## src/rtl/riscv_pkg.sv

```systemverilog
// Shared types and constants for the instruction fetch front end.
package riscv_pkg;

    typedef enum logic [1:0] {
        S_REQ  = 2'd0,
        S_WAIT = 2'd1,
        S_KILL = 2'd2,
        S_HOLD = 2'd3
    } fetch_state_t;

    localparam logic [31:0] NOP_INSTR    = 32'h0000_0013;

    localparam logic [1:0]  PCSRC_NONE   = 2'b00;
    localparam logic [1:0]  PCSRC_TARGET = 2'b01;
    localparam logic [1:0]  PCSRC_ALU    = 2'b10;

    function automatic logic [31:0] align_pc(input logic [31:0] addr);
        return addr & ~32'h3;
    endfunction

endpackage

```

## src/rtl/if_id_reg.sv

```systemverilog
// Fetch/Decode pipeline register: load enable plus synchronous clear to a NOP bubble.
module if_id_reg #(
    parameter logic [31:0] NOP_INSTR = riscv_pkg::NOP_INSTR
) (
    input  logic        clk,
    input  logic        reset,
    input  logic        i_en,
    input  logic        i_clr,
    input  logic [31:0] i_instr,
    input  logic [31:0] i_pc,
    output logic [31:0] o_instr,
    output logic [31:0] o_pc,
    output logic [31:0] o_pcplus4,
    output logic        o_valid
);
    import riscv_pkg::*;

    logic [31:0] r_instr;
    logic [31:0] r_pc;
    logic [31:0] r_pcplus4;
    logic        r_valid;

    // Clear wins over load so a flush can never be overridden by a fetch.
    always_ff @(posedge clk) begin
        if (reset || i_clr) begin
            r_instr   <= NOP_INSTR;
            r_pc      <= 32'h0;
            r_pcplus4 <= 32'h0;
            r_valid   <= 1'b0;
        end else if (i_en) begin
            r_instr   <= i_instr;
            r_pc      <= i_pc;
            r_pcplus4 <= i_pc + 32'd4;
            r_valid   <= 1'b1;
        end
    end

    assign o_instr   = r_instr;
    assign o_pc      = r_pc;
    assign o_pcplus4 = r_pcplus4;
    assign o_valid   = r_valid;

endmodule

```

## src/rtl/fetch_unit.sv

```systemverilog
// Instruction fetch stage: PC, single-outstanding imem handshake, hold buffer and Decode register.
module fetch_unit #(
    parameter logic [31:0] RESET_PC  = 32'h0000_0000,
    parameter logic [31:0] NOP_INSTR = riscv_pkg::NOP_INSTR
) (
    input  logic        clk,
    input  logic        reset,
    input  logic        StallD,
    input  logic        FlushD,
    input  logic [1:0]  PCSrcB,
    input  logic [31:0] PCTargetB,
    input  logic [31:0] ALUResultB,
    output logic        imem_req,
    output logic [31:0] imem_addr,
    input  logic        imem_gnt,
    input  logic        imem_rvalid,
    input  logic [31:0] imem_rdata,
    output logic [31:0] InstrD,
    output logic [31:0] PCD,
    output logic [31:0] PCPlus4D,
    output logic        ValidD
);
    import riscv_pkg::*;

    fetch_state_t r_state;
    fetch_state_t w_state_nxt;
    logic [31:0]  r_pcf;
    logic [31:0]  w_pcf_nxt;
    logic [31:0]  r_hold_instr;
    logic [31:0]  r_hold_pc;

    logic         w_redirect;
    logic [31:0]  w_redirect_pc;
    logic         w_load;
    logic         w_capture;
    logic         w_d_clr;
    logic [31:0]  w_d_instr;
    logic [31:0]  w_d_pc;

    assign w_redirect    = (PCSrcB & (PCSRC_TARGET | PCSRC_ALU)) != PCSRC_NONE;
    assign w_redirect_pc = align_pc(((PCSrcB & PCSRC_ALU) != PCSRC_NONE) ? ALUResultB : PCTargetB);

    assign imem_req  = (r_state == S_REQ) && !w_redirect;
    assign imem_addr = r_pcf;

    always_comb begin
        w_state_nxt = r_state;
        w_load      = 1'b0;
        w_capture   = 1'b0;
        w_d_instr   = imem_rdata;
        w_d_pc      = r_pcf;

        unique case (r_state)
            S_REQ: begin
                if (!w_redirect && imem_gnt) w_state_nxt = S_WAIT;
            end
            S_WAIT: begin
                if (w_redirect) begin
                    w_state_nxt = imem_rvalid ? S_REQ : S_KILL;
                end else if (imem_rvalid) begin
                    // A flushed response is simply refetched from the unchanged PCF.
                    if (FlushD) begin
                        w_state_nxt = S_REQ;
                    end else if (StallD) begin
                        w_capture   = 1'b1;
                        w_state_nxt = S_HOLD;
                    end else begin
                        w_load      = 1'b1;
                        w_state_nxt = S_REQ;
                    end
                end
            end
            S_KILL: begin
                if (imem_rvalid) w_state_nxt = S_REQ;
            end
            S_HOLD: begin
                if (w_redirect || FlushD) begin
                    w_state_nxt = S_REQ;
                end else if (!StallD) begin
                    w_load      = 1'b1;
                    w_d_instr   = r_hold_instr;
                    w_d_pc      = r_hold_pc;
                    w_state_nxt = S_REQ;
                end
            end
            default: w_state_nxt = S_REQ;
        endcase

        if (w_redirect)  w_pcf_nxt = w_redirect_pc;
        else if (w_load) w_pcf_nxt = r_pcf + 32'd4;
        else             w_pcf_nxt = r_pcf;

        // Without a stall, a cycle that delivers nothing leaves a bubble in Decode.
        w_d_clr = w_redirect || FlushD || (!StallD && !w_load);
    end

    always_ff @(posedge clk) begin
        if (reset) begin
            r_state <= S_REQ;
            r_pcf   <= RESET_PC;
        end else begin
            r_state <= w_state_nxt;
            r_pcf   <= w_pcf_nxt;
        end
    end

    always_ff @(posedge clk) begin
        if (w_capture) begin
            r_hold_instr <= imem_rdata;
            r_hold_pc    <= r_pcf;
        end
    end

    if_id_reg #(
        .NOP_INSTR (NOP_INSTR)
    ) u_if_id (
        .clk       (clk),
        .reset     (reset),
        .i_en      (w_load),
        .i_clr     (w_d_clr),
        .i_instr   (w_d_instr),
        .i_pc      (w_d_pc),
        .o_instr   (InstrD),
        .o_pc      (PCD),
        .o_pcplus4 (PCPlus4D),
        .o_valid   (ValidD)
    );

endmodule

```

## config.mk

```make
export PLATFORM = sky130hd
export DESIGN_NAME = fetch_unit
export DESIGN_NICKNAME = d
export VERILOG_FILES = /design/src/rtl/riscv_pkg.sv /design/src/rtl/if_id_reg.sv /design/src/rtl/fetch_unit.sv
export SDC_FILE = /design/constraint.sdc
export NUM_CORES = 1
export LEC_CHECK = 0
export ABC_AREA = 1
export CORE_MARGIN = 1.5
export CORE_UTILIZATION = 53
export DETAILED_ROUTE_END_ITERATION = 10
export GPL_TIMING_DRIVEN = 1
export HOLD_SLACK_MARGIN = 0.12
export PLACE_DENSITY = 0.94
export SETUP_SLACK_MARGIN = 0.5
export SYNTH_ARGS = -nofsm -noshare
export SYNTH_HDL_FRONTEND = slang
export SYNTH_SLANG_ARGS = --single-unit
```

## constraint.sdc

```tcl
create_clock -name clk -period 7 [get_ports clk]
set_input_delay 1.4 -clock clk [delete_from_list [all_inputs] [get_ports clk]]
set_output_delay 1.4 -clock clk [all_outputs]
set_load 0.1 [all_outputs]
```

* Word-level counts from Yosys, hierarchy flattened *
Cells that the tools add are included.

word-level totals
  memory bits (writable) = 0
  memories = 0
  output and inout port bits = 130
  input port bits = 104
  flip-flop bits (word level) = 195
  bits in latches = 0
  memory bits (read-only) = 0

operators by class
  divide/modulo/power cells = 0
  multipliers = 0
  shift operators = 0
  order comparisons = 0
  bitwise gates (word level) = 0
  mux-type cells = 30
  reduce and logical (&&, ||, !) cells = 14
  eq/ne operators = 7
  $add $sub $neg = 2

operators by type and width
  operator                                                         number
  32-bit two-way mux                                               9
  32-bit by 3-bit adder with 32-bit output, second input constant  2
  2-bit two-way mux                                                9
  1-bit two-way mux                                                10
  2-bit case mux with 4 select lines                               1
  3-bit != test, second input constant                             2
  2-bit == test, second input constant                             2
  4-bit AND reduction                                              1
  2-bit nonzero test                                               2
  1-bit logical AND                                                3
  1-bit logical NOT                                                3
  1-bit logical OR                                                 3
  2-bit by 1-bit == test with 1-bit output, second input constant  1
  2-bit logical NOT                                                1
  2-bit by 1-bit != test with 1-bit output, second input constant  1
  2-bit != test, second input constant                             1
  1-bit case mux with 2 select lines                               1
  2-bit OR reduction                                               1

* Depth between registers and ports, before layout *
  word-level depth = 9
  gate-level depth with buffers = 14
  mapped depth without buffers = 14

* Cells and area by module *
From an unflattened synthesis, not the netlist that was laid out.

unflattened totals
  cell total of the unflattened synthesis = 1250
  area total of the unflattened synthesis = 9381.5 um^2

by module, submodules not included
  module      area each (um^2)  seq. area each (um^2)  cells an instance  times used
  fetch_unit  5236.3            2502.4                 636                1
  if_id_reg   4145.2            1901.8                 614                1

* Worst setup path after synthesis *
OpenSTA, ideal clock, no wires.

  kind = input-to-reg
  from = in PCSrcB[1]
  to = reg r_hold_instr[0], enable pin
  setup slack = 1928 ps
  path buffers = 0
  stages = 7
  arrival time = 4589 ps
  library setup time = 483 ps
  cell sequence = nor2_4 inv_2 nor2_1 inv_1 nor2_1 nand2_1 nor2_1

on the way
  word-level cells in the longest chain between the ends = 3

RTL lines
  item                    line               RTL
  start: declaration      fetch_unit.sv:10   input logic [1:0] PCSrcB,
  2-bit nonzero test      fetch_unit.sv:40   assign w_redirect = (PCSrcB & (PCSRC_TARGET | PCSRC_ALU)) != PCSRC_NONE;
  1-bit two-way mux       fetch_unit.sv:58   if (w_redirect) begin
  1-bit two-way mux       fetch_unit.sv:53   unique case (r_state)
  named net w_capture     fetch_unit.sv:35   logic w_capture;
  end signal: assignment  fetch_unit.sv:109  r_hold_instr <= imem_rdata;
  end: declaration        fetch_unit.sv:29   logic [31:0] r_hold_instr;

The timed path passes the listed nets, and every way through them passes these cells.
A chain may end at the register's enable or synchronous reset.

* Worst setup path in the final report *
  from = in PCSrcB[1]
  to = out imem_req

on the way
  word-level cells in the longest chain between the ends = 3

RTL lines
  item                line              RTL
  2-bit nonzero test  fetch_unit.sv:40
  1-bit logical NOT   fetch_unit.sv:43  assign imem_req = (r_state == S_REQ) && !w_redirect;
  1-bit logical AND   fetch_unit.sv:43
  end: declaration    fetch_unit.sv:13  output logic imem_req,

No other way between the ends.

==> out/results.tsv <==
metric	value	unit
vias	9247	
path_class	input pin to primary output	
hold_violations	0	
drt_wl_total	27.4	mm
startpoint	PCSrcB[1]	
powerDensity	211	nW/µm²
num_io_pins	234	
max-cap-violations	0	
async_reset_ff_frac	0	
grt_first_pass_wirelength	43.5	mm
drive_gt1_frac	0.0566	
final_nets	1488	
clock_path_buffers	2	
switching_share	0.295	
wl_per_cell	17.0	µm
r2r_end	u_if_id.o_pcplus4[30]$_SDFFE_PP0P_	
vias_per_cell	5.73	
setup_viol	0	
post-place-ws	2.34	ns
finalClockSkew	0.0137	ns
drt_first_pass_iters	6	
initial_core_util	0.546	
status	complete, no violations	
vdd_ir_drop_max	0.186	mV
postCtsSetupRepairBufs	0	
syn_inst	1194	
comb_power_share	0.143	
synth_area	9120	µm²
rsz0062_at_grt	false	
die_w	134	µm
stdcell_area	12000	µm²
cts_hold_buf	0	
synth_flop_cell	dfxtp_1	
die_h	134	µm
report.final.slew_viol_count	0	
start_kind	input pin	
p_leak	0.00465	µW
setup-tns-final	0	ns
cts_tree	yes	
regArea	4360	µm²
drt-initial-drc-count	970	
dp_hpwl	19.3	mm
yosys-top-cells-area	dfxtp_1 27%, edfxtp_1 20%, nand2_1 11%	
clock-sinks	187	
gp_congestion	0.965	
worst_slew_pin_slew	1.04	ns
ctsResizeCount	0	
ys_ff_latch	187	
period_minus_slack	4.70	ns
antenna_found_initial	0	
max_freq	0.213	GHz
antenna_left	0	
worstRegToRegCells	12	
grt_pass1_vias	8610	
r2r_start	r_state[1]$_SDFFE_PP0P_	
setup_ws	2.30	ns
endpoint_kind	primary output	
ys_seq_area_frac	0.479	
cp.required	5.60	ns
area_delta_synth_final	32.0	%
yosys_warnings	0	
placementRows	47	
multi_input_area	4040	µm²
worstPathArrival	3.30	ns
diodes	0	
p_int	1790	µW
path_clk_slew	0.07	ns
synth-edff-count	62	
regToRegSetupSlack	3.97	ns
grt_util_all_layers	0.306	
coreArea	16700	µm²
finalCritPeriodShare	0.671	
yosys.area.top_type	dfxtp_1	
clockPowerShare	0.395	
worstSkewPairLatency	0.44	ns
cts-buffers-inserted	17	
htree_levels	4	
io_buffers	223	
grt_max_degree	93	
dieArea	18000	µm²
grt_overflow	0	
fillers	1280	
yosysUniqueCellTypes	45	
slew_headroom	0.303	
synth_top_area_share	0.274	
switchingPower	749	µW
place_area	11400	µm²
seqPwrFrac	0.461	
path_max_fanout	33	
route.detailed.drc	0	
syn_avg_cell_area	7.64	µm²
hp-class	flop to flop	
cts_root_buffer	clkbuf_16	
endpoint	imem_req	
## metal layers
layer | share of wire | global-route usage | up-vias | wire, µm
li1 | - | - | 4391 | -
met1 | 0.41 | 0.401 | 4238 | 11200
met2 | 0.47 | 0.495 | 540 | 12900
met3 | 0.091 | 0.0650 | 78 | 2490
met4 | 0.030 | 0.119 | 0 | 821
met5 | 0 | 0 | - | 0
## cells in the final DEF (no fill, tap or decap), types with 2 or more instances in the layout
cell,n
o21ai_0,115
nor2_4,4
edfxtp_1,62
nand3b_1,2
inv_1,109
nor4_1,5
o211ai_1,34
clkinv_8,2
a211oi_1,3
inv_8,5
dfxtp_1,125
nand2_1,256
nand3_1,39
nor2_2,5
xor2_1,14
clkdlybuf4s50_1,222
o22ai_1,29
or2_2,6
inv_6,4
conb_1,6
o311ai_0,2
inv_2,5
nand4_1,11
nor2_1,147
a2111oi_0,4
o21ai_1,10
clkbuf_16,18
nand2_2,7
a31oi_1,12
buf_4,11
a21oi_1,82
o21ai_2,4
nor3_1,18
ha_1,2
## cell type report
type	count	share of cell area
Sequential cell	187	0.363
Multi-Input combinational cell	829	0.336
Timing Repair Buffer	233	0.192
Clock buffer	18	0.0374
Inverter	114	0.0356
Tap cell	220	0.0229
Clock inverter	14	0.0141
## kinds of logic after synthesis
logic type / count (synthesis) / synth area share
AOI/OAI and AO/OA: 301 / 0.188
DFF: 187 / 0.479
buffers and inverters: 183 / 0.0827
and+or+nand+nor: 506 / 0.234
adders and majority gates: 2 / 0.00274
other: 1 / 0.000411
xor gates and xnor gates: 14 / 0.0134
## metrics by stage
step | utilization | power (µW) | std cells | hold WS [ns]
CTS | 0.721 | 2540 | 1615 | 0.470
global route | 0.721 | 2610 | 1615 | 0.502
global placement | 0.683 | 1540 | 1583 | 0.451
floorplan | - | 1420 | 1199 | 0.507
finish | 0.721 | 2540 | 1615 | 0.465
detailed placement | 0.683 | 1550 | 1583 | 0.458
## cells in the mapped netlist (all sizes together) (14+ instances only)
master and count:
inv 114, xor2 14, nor2 157, o21ai 129, dfxtp 125, clkbuf 43, buf 26, o22ai 29
nor3 18, edfxtp 62, nand2 263, a21oi 82, nand3 41, o211ai 34
## flip-flops by register name, indices dropped and copies added, names as in the netlist
name and cells:
imem_addr 30, r_hold_instr 32, r_hold_pc 30, r_state 2
u_if_id.o_instr 32, u_if_id.o_pc 30, u_if_id.o_pcplus4 30, u_if_id.o_valid 1
## power by group through the flow
stage	Sequential [µW]	Combinational [µW]	Clock, µW
after floorplan	1280	134	0
after global placement	1190	350	0
after detailed placement	1190	357	0
after CTS	1170	360	1010
after global routing	1170	386	1050
final	1170	363	1000
## critical path: stages
cell and delay [ns]:
clkdlybuf4s50_1 0.39, buf_4 0.24, nor2_4 0.12, buf_4 0.36, inv_2 0.24, nor2_1 0.21
buf_4 0.32
## worst min path at each step
stage / slack [ns] / end / start / depth (start not counted)
after CTS: 0.47 / u_if_id.o_pcplus4[3]$_SDFFE_PP0P_ / u_if_id.o_pcplus4[3]$_SDFFE_PP0P_ / 2
after global placement: 0.45 / u_if_id.o_pcplus4[3]$_SDFFE_PP0P_ / u_if_id.o_pcplus4[3]$_SDFFE_PP0P_ / 2
after global routing: 0.50 / u_if_id.o_pcplus4[9]$_SDFFE_PP0P_ / u_if_id.o_pcplus4[9]$_SDFFE_PP0P_ / 2
after floorplan: 0.51 / u_if_id.o_instr[0]$_SDFFE_PP1P_ / r_hold_instr[0]$_DFFE_PP_ / 2
after detailed placement: 0.46 / u_if_id.o_pcplus4[2]$_SDFFE_PP0P_ / u_if_id.o_pcplus4[2]$_SDFFE_PP0P_ / 2
final: 0.47 / u_if_id.o_pcplus4[3]$_SDFFE_PP0P_ / u_if_id.o_pcplus4[3]$_SDFFE_PP0P_ / 2
No activity file was read; power rests on OpenSTA's default activity.
